--- src/rtl/result_skid_stage.sv ---
// Per-lane output stage: registers results into a small in-order skid FIFO and forwards
// valid/stall/flush, with saturating delivery and stall counters.
module result_skid_stage #(
  parameter int DATA_WIDTH = 32,
  parameter int DEPTH      = 2,
  parameter int CNT_WIDTH  = 16
) (
  input  logic                  clk,
  input  logic                  reset,
  input  logic                  in_valid,
  input  logic [DATA_WIDTH-1:0] in_data,
  input  logic                  in_flush,
  output logic                  out_stall,
  input  logic                  in_stall,
  output logic                  out_valid,
  output logic [DATA_WIDTH-1:0] out_data,
  output logic                  out_flush,
  output logic [CNT_WIDTH-1:0]  accept_count,
  output logic [CNT_WIDTH-1:0]  stall_count
);
  localparam int PW = (DEPTH > 1) ? $clog2(DEPTH) : 1;
  localparam int OW = $clog2(DEPTH + 1);

  typedef enum logic [1:0] {EMPTY, PARTIAL, FULL} state_t;

  state_t                state;
  logic [OW-1:0]         occ;
  logic [PW-1:0]         wr_ptr;
  logic [PW-1:0]         rd_ptr;
  logic [DATA_WIDTH-1:0] mem [DEPTH];
  logic                  enq;
  logic                  deq;

  // Status decoded purely from the state register, so in_stall never reaches out_stall.
  assign out_stall = (state == FULL);
  assign out_valid = (state != EMPTY);
  assign out_data  = out_valid ? mem[rd_ptr] : '0;

  assign enq = in_valid & ~out_stall & ~in_flush;
  assign deq = out_valid & ~in_stall & ~in_flush;

  always_ff @(posedge clk or negedge reset) begin
    if (!reset) begin
      state  <= EMPTY;
      occ    <= '0;
      wr_ptr <= '0;
      rd_ptr <= '0;
    end else if (in_flush) begin
      state  <= EMPTY;
      occ    <= '0;
      wr_ptr <= '0;
      rd_ptr <= '0;
    end else begin
      occ <= occ + OW'(enq) - OW'(deq);
      if (enq) wr_ptr <= PW'(wr_ptr + 1'b1);
      if (deq) rd_ptr <= PW'(rd_ptr + 1'b1);
      case (state)
        EMPTY:   if (enq) state <= PARTIAL;
        PARTIAL: begin
          if (enq && !deq && occ == OW'(DEPTH - 1))
            state <= FULL;
          else if (deq && !enq && occ == OW'(1))
            state <= EMPTY;
        end
        FULL:    if (deq) state <= PARTIAL;
        default: state <= EMPTY;
      endcase
    end
  end

  // Storage needs no reset: out_data is masked whenever the FIFO is empty.
  always_ff @(posedge clk) begin
    if (enq) mem[wr_ptr] <= in_data;
  end

  always_ff @(posedge clk or negedge reset) begin
    if (!reset) begin
      out_flush    <= 1'b0;
      accept_count <= '0;
      stall_count  <= '0;
    end else begin
      out_flush <= in_flush;
      if (deq && accept_count != '1)
        accept_count <= accept_count + 1'b1;
      if (out_valid && in_stall && !in_flush && stall_count != '1)
        stall_count <= stall_count + 1'b1;
    end
  end
endmodule

--- config.mk ---
export PLATFORM = sky130hd
export DESIGN_NAME = result_skid_stage
export DESIGN_NICKNAME = d
export VERILOG_FILES = /design/src/rtl/result_skid_stage.sv
export SDC_FILE = /design/constraint.sdc
export NUM_CORES = 1
export LEC_CHECK = 0
export CAP_MARGIN = 20
export CORE_ASPECT_RATIO = 0.6
export CORE_UTILIZATION = 45
export CTS_CLUSTER_SIZE = 8
export DETAILED_ROUTE_END_ITERATION = 7
export DONT_BUFFER_PORTS = 1
export GPL_ROUTABILITY_DRIVEN = 0
export PLACE_DENSITY = 0.68
export RECOVER_POWER = 100
export SYNTH_ARGS = -nofsm -noshare
export SYNTH_HDL_FRONTEND = slang
export SYNTH_SLANG_ARGS = --single-unit
--- constraint.sdc ---
create_clock -name clk -period 3.5 [get_ports clk]
set_input_delay 0.7 -clock clk [delete_from_list [all_inputs] [get_ports clk]]
set_output_delay 0.7 -clock clk [all_outputs]
set_load 0.05 [all_outputs]
==> flow_summary_export.csv <==
group,metric,value,unit
clocking,cts_resized,0,
clocking,path_clk_slew,0.07,ns
setup_path,cp.depth,4,
clocking,cts_setup_buffers,0,
detailed_routing,first_pass_iters,4,
logic_synthesis,ys_seq_elements,103,
floorplan,io_pins,104,
detailed_routing,drc,0,
final_layout,diodes,0,
sta,grt_setup_unrepaired,"false",
final_layout,fillerInstances,829,
power_and_ir_drop,p_per_area,582,nW/um^2
logic_synthesis,seq_area_frac_synth,0.660,
setup_path,cp_max_fo,20,
logic_synthesis,synth_compound_area_frac,0.0268,
clocking,clk_latency,0.34,ns
final_layout,area_growth,12.5,%
sta,setup_violations,0,
setup_path,cpPeakStageDelay,0.80,ns
logic_synthesis,ys_async_sr_fraction,0.379,
detailed_routing,wl_per_cell,16.5,microns
global_route,grt_pass1_wl,12500,microns
sta,max_freq,337,MHz
global_route,grt_usage,0.167,
setup_path,start_kind,"flop",
final_layout,fin_cells,481,
logic_synthesis,synthCells,321,
outcome,violations,"max-capacitance violations, max-slew violations",
sta,fin_crit,2.97,ns
final_layout,layout_common_cells,"edfxtp_1 (64), nor2_1 (44), dfrtp_1 (38), mux2i_1 (32), xor2_1 (18)",
setup_path,reg2reg_from,"state[0]",
setup_path,end_kind,"primary output",
logic_synthesis,syn_avg_cell_area,13.7,sq um
floorplan,die_area,10200,sq um
final_layout,mostFrequentLayoutCell,"edfxtp_1",
logic_synthesis,synth_area_leader_cell,"edfxtp_1",
setup_path,r2r_end,"stall_count[1]",
logic_synthesis,synth-xor-area-share,0.0519,
logic_synthesis,synth_area_leaders,"edfxtp_1 (44%), dfrtp_1 (22%), mux2i_1 (7.3%)",
logic_synthesis,yosys.area_share.adder,0.0171,
global_route,antenna_found_initial,0,
final_layout,layout.nets,389,
clocking,cts.sinks,103,
logic_synthesis,ys_types,44,
setup_path,startpoint,"state[0]",
detailed_routing,vias,2556,
floorplan,fp.coreArea,9320,sq um
logic_synthesis,synth_top_family_by_area,"simple AND/OR/NAND/NOR gates",
global_route,grt_use_met3,0.0777,
detailed_routing,drt_iter0_drc,167,
logic_synthesis,synth_flop_cell,"edfxtp_1",
logic_synthesis,synth_top_area_frac,0.438,
place,dp_cells,465,
setup_path,crit_required,2.80,ns
power_and_ir_drop,p_leak,0.00197,uW
detailed_routing,finalWirelength,7930,microns
logic_synthesis,synth-simple-area-share,0.143,
setup_path,crit_top_cell,"nor2_1",
setup_path,slowest_stage,"nor2_1",
floorplan,die_x,130,microns
global_route,grt.overflow.total,0,
clocking,cts_buffers,9,
sta,skew,0.00396,ns
detailed_routing,vias_per_cell,5.31,
floorplan,num_rows,27,
final_layout,drive_above_1_share,0.131,
flow_run,drv_cap,2,
logic_synthesis,synthMuxAreaShare,0.0858,
floorplan,initial_core_util,0.471,
place,dp_hpwl,5520,microns
clocking,ctsHtreeMaxLevel,3,
place,port_buffers,0,
sta,relSlewSlack,-0.240,
logic_synthesis,synth_edf_count,64,
power_and_ir_drop,peakVddDrop,0.392,mV
clocking,hold_buffers,0,
setup_path,cp_cell_sequence,"nor2_1, buf_4, nor2_1, clkbuf_2",
setup_path,crit_buf_inv,2,
logic_synthesis,yosysWarnings,0,
setup_path,cp.arrival,2.27,ns
global_route,grt_busiest_layer,"met2",
logic_synthesis,syn_nets,364,
sta,period_share,0.849,
clocking,cts_tree,"done",
sta,drv_slew,66,
floorplan,die_y,78.5,microns
setup_path,cp-endpoint,"out_data[25]",
sta,final-hold-violation-count,0,
sta,fin_tns_setup,0,ns
global_route,grt_use_met1,0.220,
min_path,hold_class,"in -> async",
setup_path,r2r_setup_slack,0.75,ns
global_route,grt_max_degree,40,
sta,tightest_slew,1.86,ns
detailed_routing,ant_nets,0,
logic_synthesis,netlist_area,4390,sq um
setup_path,critPathTopFamily,"simple AND/OR/NAND/NOR gates",
global_route,first_global_vias,2445,
global_route,grt.met2_usage,0.245,
clocking,cts_root_buf,"clkbuf_16",
clocking,clockBufferDepth,2,
outcome,outcome,"complete, but fails checks",
setup_path,path_class,"reg -> out",
setup_path,r2r_cells,5,
## synth_stat cells (2+ instances only)
| cell type | n |
|---|---|
| edfxtp_1 | 64 |
| nor2_1 | 43 |
| dfrtp_1 | 39 |
| mux2i_1 | 32 |
| xor2_1 | 18 |
| nand2_1 | 12 |
| nand4_1 | 10 |
| nor3_1 | 10 |
| xnor2_1 | 8 |
| clkbuf_1 | 6 |
| ha_1 | 6 |
| a21oi_1 | 5 |
| and3_1 | 5 |
| nand3_1 | 5 |
| nor2b_1 | 5 |
| nor4_1 | 5 |
| and2_1 | 4 |
| inv_1 | 4 |
| a31oi_1 | 3 |
| and4_1 | 3 |
| buf_2 | 3 |
| mux2_2 | 3 |
| mux2_1 | 2 |
| nand2b_1 | 2 |
| nor4_2 | 2 |
| nor4b_1 | 2 |
| o2111ai_1 | 2 |
| o21bai_1 | 2 |
## registers in the layout (all words and copies together), names as in the netlist
register / count
mem: 64
accept_count: 16
stall_count: 16
occ: 2
rd_ptr: 1
wr_ptr: 1
state: 2
out_flush: 1
## layout make-up
| type | count | area [sq um] | area share |
|---|---|---|---|
| clock buffers | 9 | 225 | 0.0456 |
| clock inverters | 7 | 70.1 | 0.0142 |
| inverters | 5 | 18.8 | 0.00380 |
| multi-input cells | 203 | 1430 | 0.289 |
| flip-flops and latches | 103 | 2900 | 0.587 |
| well taps | 130 | 163 | 0.0329 |
| repair buffers | 24 | 138 | 0.0278 |
## where the power goes
group	total, uW	switching, uW	internal (uW)
clock	978	422	556
sequential	1610	235	1370
combinational	291	198	92.9
total	2880	855	2020
## worst min path at each step
stage	slack, ns	end	startpoint	depth (start not counted)
floorplan	0.40	accept_count[0]	reset	0
global placement	0.41	stall_count[1]	reset	0
detailed placement	0.40	stall_count[1]	reset	0
CTS	0.03	stall_count[5]	reset	0
global route	0.03	stall_count[11]	reset	0
finish	0.05	stall_count[1]	reset	0
## through the flow
stage	power, uW	hold slack [ns]	cell area (sq um)	worst slack (ns)	utilization
after floorplan	1860	0.404	4400	0.858	-
after global placement	1920	0.405	4700	1.14	0.504
after detailed placement	1930	0.405	4700	1.13	0.504
after CTS	2920	0.0297	5000	0.750	0.536
after global routing	2990	0.0269	4940	0.337	0.530
final	2880	0.0501	4940	0.530	0.530
## routing by layer
metal | routed length, microns | vias to the layer above | part of all wire
met5 | 0 | - | 0
met4 | 83 | 0 | 0.010
met3 | 742 | 9 | 0.094
met2 | 3510 | 77 | 0.44
met1 | 3600 | 1241 | 0.45
li1 | - | 1229 | -
## logic make-up after synthesis
kind of cell	Yosys count
DFF	103
adders and majority gates	6
buffers and inverters	15
and+or+nand+nor	117
xor gates and xnor gates	26
muxes	37
AOI/OAI and AO/OA	17
(Power assumes the default switching activity.)
